### config.mk
export PLATFORM = sky130hd
export DESIGN_NAME = sysid_verifier
export DESIGN_NICKNAME = d
export VERILOG_FILES = /design/src/rtl/sysid_verifier.sv
export SDC_FILE = /design/constraint.sdc
export NUM_CORES = 1
export LEC_CHECK = 0
export ABC_CLOCK_PERIOD_IN_PS = 4800
export BUFFER_PORTS_ARGS = -buffer_cell sky130_fd_sc_hd__buf_2
export CORE_MARGIN = 2
export CORE_UTILIZATION = 50
export DETAILED_ROUTE_END_ITERATION = 12
export MAX_ROUTING_LAYER = met4
export PLACE_DENSITY_LB_ADDON = 0.15
export SETUP_SLACK_MARGIN = 0.02
export SLEW_MARGIN = 20
export SYNTH_ARGS = -nofsm -noshare
export SYNTH_HDL_FRONTEND = slang
export SYNTH_SLANG_ARGS = --single-unit
### constraint.sdc
create_clock -name clock -period 4.8 [get_ports clock]
set_input_delay 0.24 -clock clock [delete_from_list [all_inputs] [get_ports clock]]
set_output_delay 0.24 -clock clock [all_outputs]
set_load 0.03 [all_outputs]
### src/rtl/sysid_verifier.sv
// sysid_verifier: Avalon-MM master that reads the two-word system ID slave
// (word 0 = system ID, word 1 = build timestamp), compares both words
// against build-time constants and publishes registered pass/fail status.
// Downstream logic (the HDMI TX pipeline) can gate on done & pass.
module sysid_verifier #(
  parameter logic [31:0] EXPECTED_ID        = 32'h0000_0000,
  parameter logic [31:0] EXPECTED_TIMESTAMP = 32'h550B_D444,
  parameter bit          CHECK_TIMESTAMP    = 1'b1,
  parameter bit          AUTO_START         = 1'b1,
  parameter int unsigned TIMEOUT_CYCLES     = 255
) (
  input  logic        clock,
  input  logic        reset,
  input  logic        start,
  output logic        avm_address,
  output logic        avm_read,
  input  logic        avm_waitrequest,
  input  logic [31:0] avm_readdata,
  input  logic        avm_readdatavalid,
  output logic        busy,
  output logic        done,
  output logic        id_ok,
  output logic        ts_ok,
  output logic        pass,
  output logic        timeout,
  output logic [31:0] sysid_value,
  output logic [31:0] timestamp_value
);

  typedef enum logic [2:0] {
    S_IDLE    = 3'd0,
    S_ID_REQ  = 3'd1,
    S_ID_WAIT = 3'd2,
    S_TS_REQ  = 3'd3,
    S_TS_WAIT = 3'd4,
    S_DONE    = 3'd5
  } state_t;

  // The counter expires on the cycle it would reach TIMEOUT_CYCLES, so the
  // timeout flag becomes visible exactly TIMEOUT_CYCLES cycles after entry.
  localparam logic [15:0] TO_LAST = 16'(TIMEOUT_CYCLES - 1);

  state_t      state_q, state_d;
  logic        read_q, read_d;
  logic        addr_q, addr_d;
  logic        busy_q, busy_d;
  logic        done_q, done_d;
  logic        id_ok_q, id_ok_d;
  logic        ts_ok_q, ts_ok_d;
  logic        pass_q, pass_d;
  logic        timeout_q, timeout_d;
  logic [31:0] sysid_q, sysid_d;
  logic [31:0] ts_q, ts_d;
  logic [15:0] cnt_q, cnt_d;
  logic        auto_q, auto_d;
  logic        start_check_s;
  logic        finish_s;
  logic        expire_s;

  // Next-state, bus request and status computation.
  always_comb begin
    state_d       = state_q;
    read_d        = read_q;
    addr_d        = addr_q;
    busy_d        = busy_q;
    done_d        = done_q;
    id_ok_d       = id_ok_q;
    ts_ok_d       = ts_ok_q;
    pass_d        = pass_q;
    timeout_d     = timeout_q;
    sysid_d       = sysid_q;
    ts_d          = ts_q;
    cnt_d         = cnt_q;
    auto_d        = auto_q;
    start_check_s = 1'b0;
    finish_s      = 1'b0;
    expire_s      = 1'b0;

    case (state_q)
      S_IDLE: begin
        if (auto_q || start) begin
          start_check_s = 1'b1;
        end else begin
          start_check_s = 1'b0;
        end
      end
      S_ID_REQ, S_TS_REQ: begin
        cnt_d = cnt_q + 16'd1;
        if (cnt_q >= TO_LAST) begin
          expire_s = 1'b1;
        end else if (!avm_waitrequest) begin
          // Request accepted on this edge; wait for the single response.
          read_d  = 1'b0;
          state_d = (state_q == S_ID_REQ) ? S_ID_WAIT : S_TS_WAIT;
        end else begin
          read_d = 1'b1;
        end
      end
      S_ID_WAIT: begin
        cnt_d = cnt_q + 16'd1;
        if (cnt_q >= TO_LAST) begin
          expire_s = 1'b1;
        end else if (avm_readdatavalid) begin
          sysid_d = avm_readdata;
          state_d = S_TS_REQ;
          read_d  = 1'b1;
          addr_d  = 1'b1;
          cnt_d   = 16'd0;
        end else begin
          state_d = S_ID_WAIT;
        end
      end
      S_TS_WAIT: begin
        cnt_d = cnt_q + 16'd1;
        if (cnt_q >= TO_LAST) begin
          expire_s = 1'b1;
        end else if (avm_readdatavalid) begin
          ts_d     = avm_readdata;
          finish_s = 1'b1;
        end else begin
          state_d = S_TS_WAIT;
        end
      end
      S_DONE: begin
        if (start) begin
          start_check_s = 1'b1;
        end else begin
          start_check_s = 1'b0;
        end
      end
      default: begin
        state_d = S_IDLE;
        read_d  = 1'b0;
        busy_d  = 1'b0;
      end
    endcase

    if (start_check_s) begin
      state_d   = S_ID_REQ;
      read_d    = 1'b1;
      addr_d    = 1'b0;
      cnt_d     = 16'd0;
      busy_d    = 1'b1;
      done_d    = 1'b0;
      id_ok_d   = 1'b0;
      ts_ok_d   = 1'b0;
      pass_d    = 1'b0;
      timeout_d = 1'b0;
      auto_d    = 1'b0;
    end else begin
      auto_d = auto_q;
    end

    if (finish_s || expire_s) begin
      // Status is judged on the values as they stand after this edge, so a
      // timestamp captured on the final edge is already taken into account.
      state_d   = S_DONE;
      read_d    = 1'b0;
      busy_d    = 1'b0;
      done_d    = 1'b1;
      timeout_d = expire_s;
      id_ok_d   = (sysid_d == EXPECTED_ID);
      ts_ok_d   = !CHECK_TIMESTAMP || (ts_d == EXPECTED_TIMESTAMP);
      pass_d    = id_ok_d && ts_ok_d && !expire_s;
    end else begin
      timeout_d = timeout_d;
    end
  end

  // State and output registers; reset clears everything and arms auto-start.
  always_ff @(posedge clock or posedge reset) begin
    if (reset) begin
      state_q   <= S_IDLE;
      read_q    <= 1'b0;
      addr_q    <= 1'b0;
      busy_q    <= 1'b0;
      done_q    <= 1'b0;
      id_ok_q   <= 1'b0;
      ts_ok_q   <= 1'b0;
      pass_q    <= 1'b0;
      timeout_q <= 1'b0;
      sysid_q   <= 32'h0000_0000;
      ts_q      <= 32'h0000_0000;
      cnt_q     <= 16'd0;
      auto_q    <= AUTO_START;
    end else begin
      state_q   <= state_d;
      read_q    <= read_d;
      addr_q    <= addr_d;
      busy_q    <= busy_d;
      done_q    <= done_d;
      id_ok_q   <= id_ok_d;
      ts_ok_q   <= ts_ok_d;
      pass_q    <= pass_d;
      timeout_q <= timeout_d;
      sysid_q   <= sysid_d;
      ts_q      <= ts_d;
      cnt_q     <= cnt_d;
      auto_q    <= auto_d;
    end
  end

  assign avm_address     = addr_q;
  assign avm_read        = read_q;
  assign busy            = busy_q;
  assign done            = done_q;
  assign id_ok           = id_ok_q;
  assign ts_ok           = ts_ok_q;
  assign pass            = pass_q;
  assign timeout         = timeout_q;
  assign sysid_value     = sysid_q;
  assign timestamp_value = ts_q;

endmodule

==> out/summary.txt, run 1 <==
Status -> completed
Post-route ant nets -> 0
Static leakage -> 2.43 nW
Async set or reset register ratio after synthesis -> 1.00
Critical Path Source Type -> flip-flop
IO Port Bufs -> 108
GRT Total Usage -> 0.224
Critical path's slowest cell -> or2_2
RSZ-0062 raised after global routing -> no
Max Freq -> 381 MHz
Final setup margin -> 2.18 ns
CTS tree -> done
Vias in the first global route -> 3,247
Layout area overhead -> 18.1%
CTS Hold Bufs -> 0
Slew Limit Fails -> 0
Synthesized area -> 4310 µm²
Drt via density -> 5.66
Final period utilization -> 0.547
CP Data Required Time -> 5.03 ns
Clock Tree Root -> clkbuf_8
# setup viols final -> 0
Cell depth of the worst flop-to-flop path -> 4
CTS clk-pin slew, worst paths -> 0.10 ns
Largest net degree at the start of global routing -> 61
Die width -> 96.8 µm
Met3 routed WL -> 336 µm
CP cell instances -> or4_4, a211o_1, or2_2, mux2_4
Bufs on Longest Clock Path -> 2
Place WS -> 2.19 ns
Worst Setup End Kind -> flip-flop
Register Area -> 2300 µm²
Via Count -> 3,189
PwrDens -> 716 nW/µm²
R2R setup slack -> 2.18 ns
Synth Register Bits -> 92
Crit path largest cell delay -> 0.70 ns
Row count -> 33
Max_cap viols -> 0
Ys flop type -> dfrtp_1
Overflow after GRT -> 0
Met2 routed WL -> 5120 µm
DRT iter0 DRCs -> 98
R2r startpoint -> cnt_q[12]$_DFFE_PP0P_
Final Hold Viols -> 0
Seq/Total Area, Yosys -> 0.535
DP HPWL -> 7340 µm
RePlAce Congestion -> 0.830
Clock Skew -> 0.0189 ns
Drt total wl -> 10,300 µm
M1 wire length -> 4670 µm
Peak VDD IR -> 397 µV
Worst Path Max Fanout -> 33
Ports -> 109
Synth warn -> 0
Clk_lat worst skew -> 0.35 ns
Worst slew pin tran -> 1.06 ns
WL per Instance -> 18.3 µm
Clk sinks -> 92
Number of synthesized flops with an enable pin -> 0
Core box area -> 8300 µm²
DIE HEIGHT -> 96.8 µm
Initial antenna violation count -> 0
Layout cell share with drive strength beyond 1 -> 0.426
Uppermost layer routed -> met4
DRC violations left -> 0
Initial Util -> 0.519
Post-synthesis cell type count -> 52
Fin crit period -> 2.62 ns
Synthesized net count -> 387
Filler cells -> 685
Setup tns final -> 0 ns
Mapped Cells -> 348
First-pass GRT wire length -> 16,400 µm
Nets -> 492
Setup Buffers After CTS -> 0
CP arrival -> 2.85 ns
Min-Delay Path Class -> in -> async
Syn_area_per_cell -> 12.4 µm²
RR Endpoint -> timestamp_value[16]$_DFF_PP0_
Slew margin rel. -> 0.294
Crit Path Class -> reg -> reg
Die area -> 9370 µm²
Area taken by multi-input logic gates -> 1850 µm²
First drt pass iteration count -> 4
# H-tree levels -> 3
Total CTS buffers -> 9
Diode count -> 0
Post-CTS sizing -> 0
-- per-stage QoR --
stage	area (µm²)	power [mW]	hold slack, ns	utilization	std cells
finish	5090	3.64	0.0283	0.613	563
global route	5090	3.83	0.0807	0.613	563
CTS	5080	3.66	0.132	0.613	563
detailed placement	4880	3.10	0.470	0.588	547
global placement	4880	3.06	0.458	0.588	547
floorplan	4310	2.61	0.389	-	348
-- state kept, by name (all words and copies together), names as in the netlist --
| name | cells |
|---|---|
| done | 1 |
| ts_ok | 1 |
| busy | 1 |
| cnt_q | 16 |
| id_ok | 1 |
| timestamp_value | 32 |
| auto_q | 1 |
| avm_address | 1 |
| pass | 1 |
| avm_read | 1 |
| state_q | 3 |
| timeout | 1 |
| sysid_value | 32 |
-- cell usage after synthesis, drive strengths merged (2+ instances only) --
cell	instances	area share
or4	3	0.0070
nor4	14	0.020
dfrtp	91	0.53
nor2b	2	0.0029
nor2	14	0.012
buf	7	0.020
o2bb2ai	2	0.0041
a21oi	22	0.026
clkbuf	9	0.0078
nand2	17	0.015
xnor2	4	0.0081
a21o	2	0.0035
nor4b	4	0.0081
mux2	64	0.19
inv	9	0.0078
ha	2	0.0058
nand4	11	0.016
and2	3	0.0044
xor2	2	0.0041
nor3	8	0.0093
nand3	9	0.010
o31ai	3	0.0052
nor4bb	3	0.0070
or3	8	0.012
o21ai	14	0.016
-- power breakdown --
part | leakage [nW] | switching (mW) | total, mW | internal (mW)
Combinational | 1.19 | 1.03 | 1.69 | 0.658
Clock | 0.103 | 0.261 | 0.553 | 0.292
Sequential | 1.14 | 0.301 | 1.40 | 1.10
Total | 2.43 | 1.59 | 3.64 | 2.05
-- logic make-up (layout without fill, tap and decap cells) --
kind of cell	after synthesis	after routing	share of synthesized area
AND/OR/NAND/NOR	104	104	0.140
buffers and inverters	25	135	0.0354
AO/OA/AOI/OAI	55	55	0.0793
multiplexers	64	64	0.193
adder cells (fa/ha/maj)	2	2	0.00581
XOR/XNOR	6	6	0.0122
flip-flops	92	92	0.535
-- per-layer routing --
layer	global-route usage	up-vias
met4	0.0823	0
li1	-	1494
met2	0.365	68
met5	-	-
met1	0.288	1614
met3	0.0311	13
-- worst max-delay path, delay by kind of cell (launching register included) --
kind	cells	cell delay, ns
DFF	1	0.42
and+or+nand+nor	2	1.27
AOI/OAI and AO/OA	1	0.36
muxes	1	0.44
-- cells in the final DEF, fill, tap and decap left out, drive strengths merged, types with 9 or more instances in the layout --
cell type | netlist | final
a21oi | 22 | 22
buf | 7 | 110
clkbuf | 9 | 11
dfrtp | 91 | 91
inv | 9 | 9
mux2 | 64 | 64
nand2 | 17 | 17
nand3 | 9 | 9
nand4 | 11 | 11
nor2 | 14 | 14
nor4 | 14 | 14
o21ai | 14 | 14
-- cell type report --
cell class / instances / area share
Sequential cell: 92 / 0.453
Multi-Input combinational cell: 231 / 0.364
Timing Repair Buffer: 110 / 0.109
Clock buffer: 11 / 0.0258
Tap cell: 105 / 0.0258
Clock inverter: 5 / 0.0153
Inverter: 9 / 0.00713
-- how the worst max path moves through the flow --
stage | from | to | slack, ns | depth (start not counted)
global route | cnt_q[0]$_DFFE_PP0P_ | timestamp_value[18]$_DFF_PP0_ | 2.10 | 6
floorplan | reset | avm_address$_DFFE_PP0P_ | 2.17 | 1
detailed placement | cnt_q[12]$_DFFE_PP0P_ | timestamp_value[16]$_DFF_PP0_ | 2.19 | 4
CTS | cnt_q[12]$_DFFE_PP0P_ | timestamp_value[16]$_DFF_PP0_ | 2.18 | 4
finish | cnt_q[12]$_DFFE_PP0P_ | timestamp_value[16]$_DFF_PP0_ | 2.18 | 4
global placement | cnt_q[12]$_DFFE_PP0P_ | timestamp_value[21]$_DFF_PP0_ | 2.24 | 4
Power figures use the tool's default switching activity.
==> run 2, diff against run 1 <==
--- a/config.mk
+++ b/config.mk
@@ -5,7 +5,8 @@
 export SDC_FILE = /design/constraint.sdc
 export NUM_CORES = 1
 export LEC_CHECK = 0
-export ABC_CLOCK_PERIOD_IN_PS = 4800
+export ABC_AREA = 1
+export ABC_CLOCK_PERIOD_IN_PS = 2610
 export BUFFER_PORTS_ARGS = -buffer_cell sky130_fd_sc_hd__buf_2
 export CORE_MARGIN = 2
 export CORE_UTILIZATION = 50
==> constraint.sdc (replaced) <==
create_clock -name clock -period 2.61 [get_ports clock]
set_input_delay 0.1305 -clock clock [delete_from_list [all_inputs] [get_ports clock]]
set_output_delay 0.1305 -clock clock [all_outputs]
set_load 0.03 [all_outputs]
==> run 2 against run 1 <==
Die area grew 10%. Via count grew 28%. Non-clock buffer count grew 7. Routed wire length grew 13%. Sequential share of layout area shrank 4.1 points. First-iteration DRC count grew 110%. Global-route usage grew 2.0 points. Clock power grew 47%. Clock skew shrank 0.0076 ns. Sequential power grew 67%.
==> out/summary.txt, run 2 <==
Status -> completed
Post-synth top area share -> 0.477 (-0.0513)
WL per Instance -> 13.7 µm (-25%)
# setup viols final -> 0 (unchanged)
Top cells by area, synth -> dfrtp_1 (48%), nand2_1 (13%), inv_1 (9.9%), nor2_1 (4.3%), nand3_1 (2.6%)
Synth warn -> 0 (unchanged)
Final setup margin -> 0.262 ns (-1.91 ns)
Initial Util -> 0.516 (-0.00274)
First drt pass iteration count -> 5 (+1)
Place WS -> 0.257 ns (-1.94 ns)
Synthesized area -> 4770 µm² (+11%)
Fin crit period -> 2.35 ns (-0.276 ns)
IO Port Bufs -> 108 (unchanged)
Min-Delay Path Class -> in -> reg
PwrDens -> 1210 nW/µm² (+68%)
Vias in the first global route -> 3,852 (+19%)
Ys flop type -> dfrtp_1
Total CTS buffers -> 9 (unchanged)
GRT Total Usage -> 0.244 (+0.0197)
Setup tns final -> 0 ns (unchanged)
Commonest non-fill, non-tap cell in the layout -> nand2_1
Ports -> 109 (unchanged)
Final period utilization -> 0.900 (+0.353)
Post-synthesis cell type count -> 41 (-21%)
# H-tree levels -> 3 (unchanged)
RePlAce Congestion -> 0.883 (+6.3%)
Diode count -> 0 (unchanged)
Min Hold Slack -> 0.0228 ns (-0.00551 ns)
CTS tree -> done
Final Hold Viols -> 0 (unchanged)
DIE HEIGHT -> 102 µm (+5.0%)
Syn_area_per_cell -> 7.84 µm² (-37%)
Critical Path Source Type -> flip-flop
Overflow after GRT -> 0 (unchanged)
Sw power -> 3.34 mW (+110%)
Internal power -> 3.41 mW (+66%)
Worst Path Max Fanout -> 36 (+9.1%)
Static leakage -> 3.11 nW (+28%)
Clock Tree Root -> clkbuf_8
Clock Skew -> 0.0113 ns (-0.00761 ns)
Slew Limit Fails -> 0 (unchanged)
CP Data Required Time -> 2.90 ns (-2.13 ns)
Combinational power share -> 0.533 (+0.070)
Yosys top cell by area -> dfrtp_1
DP HPWL -> 9100 µm (+24%)
Total power -> 6.75 mW (+85%)
Most frequent cells in the layout -> nand2_1 (162), inv_1 (125), buf_2 (108)
Max_cap viols -> 0 (unchanged)
Worst Setup End Kind -> flip-flop
DRC violations left -> 0 (unchanged)
Peak VDD IR -> 751 µV (+89%)
Largest net degree at the start of global routing -> 55 (-9.8%)
Row count -> 35 (+6.1%)
Post-route ant nets -> 0 (unchanged)
Nets -> 756 (+54%)
Die area -> 10,300 µm² (+10%)
Final core occ -> 0.605 (-0.00743)
Bufs on Longest Clock Path -> 2 (unchanged)
Drt via density -> 4.80 (-15%)
Number of synthesized flops with an enable pin -> 0 (unchanged)
Synth Register Bits -> 92 (unchanged)
Post-synth top cells -> nand2_1 (162), inv_1 (126), dfrtp_1 (91)
RSZ-0062 raised after global routing -> no
Worst slew pin tran -> 0.675 ns (-0.384 ns)
Sequential power share -> 0.347 (-0.038)
Via Count -> 4,086 (+28%)
Clk_lat worst skew -> 0.35 ns (about the same)
Switch share -> 0.495 (+0.0589)
DRT iter0 DRCs -> 203 (+110%)
Crit Path Class -> reg -> reg
Initial antenna violation count -> 0 (unchanged)
Slew margin rel. -> 0.550 (+0.256)
Synthesized net count -> 647 (+67%)
Layout area overhead -> 17.3%
Drt total wl -> 11,700 µm (+13%)
Mapped Cells -> 608 (+75%)
Seq/Total Area, Yosys -> 0.483 (-0.0519)
Clk sinks -> 92 (unchanged)
Count leader, synth -> nand2_1
First-pass GRT wire length -> 18,800 µm (+14%)
Die width -> 102 µm (+5.0%)
Clk pwr share -> 0.120 (-0.032)
Core box area -> 9240 µm² (+11%)
CP arrival -> 2.64 ns (-0.21 ns)
CTS clk-pin slew, worst paths -> 0.09 ns (about the same)
Async set or reset register ratio after synthesis -> 1.00 (unchanged)
Max Freq -> 426 MHz (+12%)
Layout cell share with drive strength beyond 1 -> 0.256 (-0.170)
Post-CTS sizing -> 0 (unchanged)
-- run 2: worst paths after layout --
| path | start | endpoint | cells after the start | slack, ns |
|---|---|---|---|---|
| worst max-delay path | cnt_q[0]$_DFFE_PP0P_ | pass$_DFFE_PP0P_ | 16 | 0.26 |
| worst min-delay path | avm_readdata[1] | sysid_value[1]$_DFF_PP0_ | 3 | 0.02 |
| worst max register to register | cnt_q[0]$_DFFE_PP0P_ | pass$_DFFE_PP0P_ | 16 | 0.26 |
| worst min register to register | auto_q$_DFFE_PP1P_ | auto_q$_DFFE_PP1P_ | 2 | 0.45 |
| max in group asynchronous | reset | auto_q$_DFFE_PP1P_ | 4 | 1.45 |
| min in group asynchronous | reset | sysid_value[7]$_DFF_PP0_ | 3 | 0.40 |
-- run 2: critical path: stages, from the launching register on --
cell     delay [ns]
dfrtp_1        0.41
inv_1          0.06
ha_1           0.20
nor2_1         0.12
nor2_2         0.06
nand2_4        0.19
nand3_4        0.18
buf_12         0.23
o21ai_2        0.14
nand2_1        0.06
nor2_1         0.11
nand2_1        0.08
nor2_1         0.10
nand2_1        0.10
nor2_1         0.10
nand2_1        0.06
nand2_1        0.06
-- run 2: repair_timing --
action / in CTS / in global routing
setup endpoints to repair: 0 / 1
buffers inserted: 0 / 1
hold endpoints to repair: 38 / 0
hold buffers: 1 / 0
-- run 2: layout make-up --
type | count | area [µm²]
Timing Repair Buffer | 117 | 661
Fill cell | 852 | 3650
Multi-Input combinational cell | 364 | 1810
Tap cell | 129 | 161
Clock buffer | 13 | 139
Sequential cell | 92 | 2300
Inverter | 133 | 500
Clock inverter | 3 | 17.5
-- run 2: layer usage --
| layer | part of all wire | routed length (µm) | global-route usage | vias to the layer above |
|---|---|---|---|---|
| met5 | 0 | 0 | - | - |
| met4 | 0.025 | 289 | 0.0925 | 0 |
| met3 | 0.055 | 639 | 0.0380 | 25 |
| met2 | 0.43 | 4980 | 0.325 | 130 |
| met1 | 0.49 | 5770 | 0.371 | 1879 |
| li1 | - | - | - | 2052 |
-- run 2: logic make-up after synthesis --
family / synth area share
and+or+nand+nor: 0.294
buffers and inverters: 0.137
DFF: 0.483
AOI/OAI and AO/OA: 0.0708
xor gates and xnor gates: 0.00708
adders and majority gates: 0.00525
muxes: 0.00236
-- run 2: per-stage QoR --
stage          cells  cell area, µm²
6_report         851            5590
3_5_place_dp     833            5410
5_1_grt          851            5590
3_3_place_gp     833            5410
4_1_cts          850            5570
2_1_floorplan    608            4770
-- run 2: power by group through the flow --
stage | combinational [mW] | sequential (mW) | clock, mW
after floorplan | 1.68 | 3.30 | 0
after global placement | 3.54 | 2.34 | 0
after detailed placement | 3.58 | 2.36 | 0
after CTS | 3.60 | 2.34 | 0.838
after global routing | 3.97 | 2.40 | 0.915
final | 3.60 | 2.34 | 0.812
